[src/rtl/prog_loader.sv]
// Program-memory loader: accepts a length-prefixed, XOR-checksummed byte stream and
// drives the memory write port while holding the CPU, then reports done/error status.
module prog_loader #(
    parameter int DATAWIDTH = 8,
    parameter int ADDWIDTH  = 7
) (
    input  logic                 clk,
    input  logic                 rst,
    input  logic                 start,
    input  logic                 byte_valid,
    input  logic [DATAWIDTH-1:0] byte_data,
    output logic                 byte_ready,
    output logic                 wrEn,
    output logic [ADDWIDTH-1:0]  writeAdd,
    output logic [DATAWIDTH-1:0] writeData,
    output logic                 cpu_hold,
    output logic                 load_done,
    output logic                 load_err
);

    localparam int CW = DATAWIDTH + 1;
    localparam logic [CW-1:0] DEPTH_C = CW'(2 ** ADDWIDTH);

    typedef enum logic [2:0] {
        S_IDLE = 3'd0,
        S_LEN  = 3'd1,
        S_LOAD = 3'd2,
        S_CHK  = 3'd3,
        S_DONE = 3'd4
    } state_t;

    function automatic logic [DATAWIDTH-1:0] xor_accum(
        input logic [DATAWIDTH-1:0] acc,
        input logic [DATAWIDTH-1:0] b
    );
        return acc ^ b;
    endfunction

    state_t               state_r, state_nxt_s;
    logic [CW-1:0]        len_r;
    logic [CW-1:0]        cnt_r;
    logic [DATAWIDTH-1:0] csum_r;
    logic                 wr_en_r;
    logic [ADDWIDTH-1:0]  write_add_r;
    logic [DATAWIDTH-1:0] write_data_r;
    logic                 cpu_hold_r;
    logic                 load_done_r;
    logic                 load_err_r;

    logic                 xfer_s;
    logic                 busy_nxt_s;
    logic [CW-1:0]        len_ext_s;
    logic [CW-1:0]        len_val_s;
    logic                 len_ok_s;
    logic                 last_s;
    logic                 enter_len_s;
    logic                 take_len_s;
    logic                 wr_s;
    logic                 set_done_s;
    logic                 set_err_s;

    assign byte_ready = (state_r == S_LEN) || (state_r == S_LOAD) || (state_r == S_CHK);
    assign xfer_s     = byte_valid & byte_ready;
    assign busy_nxt_s = (state_nxt_s == S_LEN) || (state_nxt_s == S_LOAD) || (state_nxt_s == S_CHK);
    // A length byte of zero encodes a full-depth load.
    assign len_ext_s  = {1'b0, byte_data};
    assign len_val_s  = (byte_data == {DATAWIDTH{1'b0}}) ? DEPTH_C : len_ext_s;
    assign len_ok_s   = (len_val_s <= DEPTH_C);
    assign last_s     = ((cnt_r + {{(CW-1){1'b0}}, 1'b1}) == len_r);

    assign wrEn      = wr_en_r;
    assign writeAdd  = write_add_r;
    assign writeData = write_data_r;
    assign cpu_hold  = cpu_hold_r;
    assign load_done = load_done_r;
    assign load_err  = load_err_r;

    // Next-state decode and per-cycle action strobes.
    always_comb begin
        state_nxt_s = state_r;
        enter_len_s = 1'b0;
        take_len_s  = 1'b0;
        wr_s        = 1'b0;
        set_done_s  = 1'b0;
        set_err_s   = 1'b0;
        case (state_r)
            S_IDLE, S_DONE: begin
                if (start) begin
                    state_nxt_s = S_LEN;
                    enter_len_s = 1'b1;
                end else begin
                    state_nxt_s = state_r;
                end
            end
            S_LEN: begin
                if (xfer_s && len_ok_s) begin
                    state_nxt_s = S_LOAD;
                    take_len_s  = 1'b1;
                end else if (xfer_s) begin
                    state_nxt_s = S_IDLE;
                    set_err_s   = 1'b1;
                end else begin
                    state_nxt_s = S_LEN;
                end
            end
            S_LOAD: begin
                if (xfer_s) begin
                    wr_s        = 1'b1;
                    state_nxt_s = last_s ? S_CHK : S_LOAD;
                end else begin
                    state_nxt_s = S_LOAD;
                end
            end
            S_CHK: begin
                if (xfer_s && (byte_data == csum_r)) begin
                    state_nxt_s = S_DONE;
                    set_done_s  = 1'b1;
                end else if (xfer_s) begin
                    state_nxt_s = S_IDLE;
                    set_err_s   = 1'b1;
                end else begin
                    state_nxt_s = S_CHK;
                end
            end
            default: begin
                state_nxt_s = S_IDLE;
            end
        endcase
    end

    // State, datapath and status registers.
    always_ff @(posedge clk) begin
        if (rst) begin
            state_r      <= S_IDLE;
            len_r        <= {CW{1'b0}};
            cnt_r        <= {CW{1'b0}};
            csum_r       <= {DATAWIDTH{1'b0}};
            wr_en_r      <= 1'b0;
            write_add_r  <= {ADDWIDTH{1'b0}};
            write_data_r <= {DATAWIDTH{1'b0}};
            cpu_hold_r   <= 1'b0;
            load_done_r  <= 1'b0;
            load_err_r   <= 1'b0;
        end else begin
            state_r    <= state_nxt_s;
            cpu_hold_r <= busy_nxt_s;
            wr_en_r    <= wr_s;
            if (enter_len_s) begin
                cnt_r       <= {CW{1'b0}};
                csum_r      <= {DATAWIDTH{1'b0}};
                load_done_r <= 1'b0;
                load_err_r  <= 1'b0;
            end
            if (take_len_s) begin
                len_r <= len_val_s;
            end
            // Write port only updates on a write so address/data hold between bytes.
            if (wr_s) begin
                write_add_r  <= cnt_r[ADDWIDTH-1:0];
                write_data_r <= byte_data;
                csum_r       <= xor_accum(csum_r, byte_data);
                cnt_r        <= cnt_r + {{(CW-1){1'b0}}, 1'b1};
            end
            if (set_done_s) begin
                load_done_r <= 1'b1;
            end
            if (set_err_s) begin
                load_err_r <= 1'b1;
            end
        end
    end

endmodule

[config.mk]
export PLATFORM = sky130hd
export DESIGN_NAME = prog_loader
export DESIGN_NICKNAME = d
export VERILOG_FILES = /design/src/rtl/prog_loader.sv
export SDC_FILE = /design/constraint.sdc
export NUM_CORES = 1
export LEC_CHECK = 0
export ABC_AREA = 1
export BUFFER_PORTS_ARGS = -buffer_cell sky130_fd_sc_hd__buf_2
export CAP_MARGIN = 20
export CORE_MARGIN = 1
export CORE_UTILIZATION = 51
export DETAILED_ROUTE_END_ITERATION = 16
export PLACE_DENSITY = 0.72
export SYNTH_ARGS = -nofsm -noshare
export SYNTH_HDL_FRONTEND = slang
export SYNTH_SLANG_ARGS = --single-unit
export TNS_END_PERCENT = 20
[constraint.sdc]
create_clock -name clk -period 1.69 [get_ports clk]
set_input_delay 0.0845 -clock clk [delete_from_list [all_inputs] [get_ports clk]]
set_output_delay 0.0845 -clock clk [all_outputs]
set_load 0.03 [all_outputs]
==> results.cfg <==
[timing]
fin_crit_ns = 1.489
fin_worst_skew_ns = 0.007598
setup_ws_ns = 0.2011
final_max_slew_viol_count = 0
worst_slew_pin_slew_ns = 0.3023
max-slew-margin-rel_pct = 79.82
finalSetupTns_ns = 0
whs_ns = 0.01778
hold_viol = 0
fmax_ghz = 0.6716
rsz0062_at_grt = no
period_share_pct = 88.10
setup_viol = 0

[critical_path]
crit_type = reg2reg
crit_fanout = 7
crit_arrival_ns = 1.73
start_kind = flop
crit_path_end_kind = flop
crit_required_ns = 1.93

[place]
gp_congestion = 0.8435
port_buffers = 31
pre_cts_ws_ns = 0.1220
dp_hpwl_mm = 3.474

[yosys]
syn_inst = 310
yosysUniqueCellTypes = 30
syn_area_per_cell_um2 = 7.164
synth_compound_area_share_pct = 13.41
synthesis.nets = 323
ys_ff_latch = 47
synth_area_mm2 = 0.002221
synthMuxAreaShare_pct = 0
synthXorXnorAreaFrac_pct = 3.155
synth-adder-area-share_pct = 0.5634
synthSimpleGateAreaFrac_pct = 32.34
ys_seq_area_share_pct = 42.37
synth_warnings = 0
synth_top_family_by_area = simple AND/OR/NAND/NOR gates

[clock_network]
root_buffer = clkbuf_8
cts_hold_buf = 0
cts_setup_buffers = 0
numCtsBuffers = 5
cts_tree = done
clock-sinks = 47
cts.htree.levels = 2
clock_path_buffers = 2
ctsResizeCount = 0
clkTransAtPathRegs_ns = 0.09
clk_latency_ns = 0.30

[final_layout]
drive_above_1_share_pct = 19.77
antenna_cells = 0
fin_util_pct = 62.34
final_common_cell = nand2_1
syn2layout_area_growth_pct = 14.70
final_cell_mix = nand2_1 (70), dfxtp_1 (46), nor2_1 (34)
nets = 356

[floorplan]
die_area_mm2 = 0.004623
core_region_area_mm2 = 0.004086
die_h_um = 67.99
die_w_um = 67.99
io_pins = 32
std_cell_rows = 23
start_util_pct = 54.35

[routing]
drc_errors = 0
drt-initial-drc-count = 167
drt-pass1-iter-count = 5
wl_mm = 4.979
vias_per_cell = 5.213
route.vias.total = 2054
wl_per_cell_um = 12.64
ant_nets = 0

[power_and_ir_drop]
clkPwrFrac_pct = 38.0
intPower_mw = 1.648
total_power_mw = 2.207
power_frac_seq_pct = 51.9
power.leakage_nw = 1.096
power_density_mw_per_mm2 = 866.4
power_switching_mw = 0.5594
combinationalPowerShare_pct = 10.1
ir_drop_uv = 587.0
switching_share_pct = 25.35

[global_route]
grt_pass1_vias = 1804
antenna_found_initial = 0
grt_max_degree = 28
grt_usage_pct = 24.71
grt-ovfl-total = 0
grt_pass1_wl_mm = 8.424

[job]
max_cap_viol_count = 0

[worst_hold_path]
hold_class = in2reg

[status]
status = completed
[registers in the layout, indices dropped and copies added (netlist names)]
register	flops
writeData	8
wrEn	1
load_done	1
csum_r	8
writeAdd	7
state_r	3
len_r	8
load_err	1
cnt_r	9
cpu_hold	1
[cells in the mapped netlist]
cell | instances | area, µm²
o21bai_1 | 1 | 7.510
nand2_2 | 5 | 31.28
a21oi_1 | 30 | 150.1
nand3b_1 | 2 | 15.01
inv_2 | 5 | 18.77
a21oi_2 | 1 | 8.760
or2_1 | 3 | 18.77
nor2_1 | 34 | 127.6
o21ai_0 | 24 | 120.1
or2_0 | 1 | 6.260
a31oi_1 | 1 | 6.260
xor2_1 | 4 | 35.03
or2_2 | 1 | 6.260
nand3b_4 | 1 | 20.02
nand2_1 | 70 | 262.8
nor3_1 | 3 | 15.01
nand3_1 | 22 | 110.1
nor2_2 | 2 | 12.51
nand3_2 | 1 | 10.01
dfxtp_1 | 47 | 940.9
clkbuf_1 | 6 | 22.52
ha_1 | 1 | 12.51
o21ai_1 | 1 | 5.000
buf_4 | 3 | 22.52
xnor2_1 | 4 | 35.03
buf_6 | 2 | 22.52
nand4_1 | 6 | 37.54
inv_1 | 24 | 90.09
buf_2 | 1 | 5.000
nor2_4 | 4 | 45.04
[through the flow]
step                cell area [µm²]  std cells
global placement               2431        386
finish                         2547        394
global route                   2547        394
floorplan                      2221        310
CTS                            2544        394
detailed placement             2431        386
[routing by layer]
| layer | track usage (%) | share of wire (%) |
|---|---|---|
| met1 | 32.21 | 47 |
| met2 | 40.20 | 47 |
| met3 | 5.167 | 4.9 |
| met4 | 8.333 | 0.86 |
| met5 | 0 | 0 |
[power by group through the flow]
stage                     combinational [mW]  sequential (mW)  clock [mW]
after detailed placement               0.223             1.17           0
after global placement                 0.221             1.17           0
after floorplan                        0.118             1.19           0
final                                  0.223             1.14       0.839
after global routing                   0.247             1.15       0.900
after CTS                              0.225             1.14       0.853
[area by class of cell]
class / count / area, µm²
clock buffers: 5 / 68.82
clock inverters: 3 / 43.79
fillers: 392 / 1539
inverters: 29 / 108.9
multi-input cells: 222 / 1101
flip-flops and latches: 47 / 942.2
well taps: 50 / 62.56
repair buffers: 38 / 220.2
[path summary, 6_finish.rpt]
check / startpoint / end / slack (ns) / cells after the start
setup reg to reg: cnt_r[0] / state_r[0] / 0.20 / 11
hold / removal: rst / cnt_r[0] / 0.02 / 2
hold reg to reg: len_r[6] / len_r[6] / 0.47 / 2
setup / recovery: cnt_r[0] / state_r[0] / 0.20 / 11
[cells by family (layout without fill, tap and decap cells)]
kind of cell             after synthesis  count (layout)
AND/OR/NAND/NOR                      155             155
AO/OA/AOI/OAI                         58              58
flip-flops                            47              47
buffers and inverters                 41              75
XOR/XNOR                               8               8
adder cells (fa/ha/maj)                1               1
[critical path, stage by stage (launching register included)]
cell and delay, ns:
dfxtp_2 0.41, ha_2 0.24, nand3_1 0.12, inv_1 0.10, nand2_1 0.05, nand2_1 0.05, nand2_1 0.07, nor2_1 0.10
nand2_1 0.07, nor2_2 0.07, nand2_1 0.06, a21oi_2 0.10
Note: power is estimated with default switching activity, not from simulation.
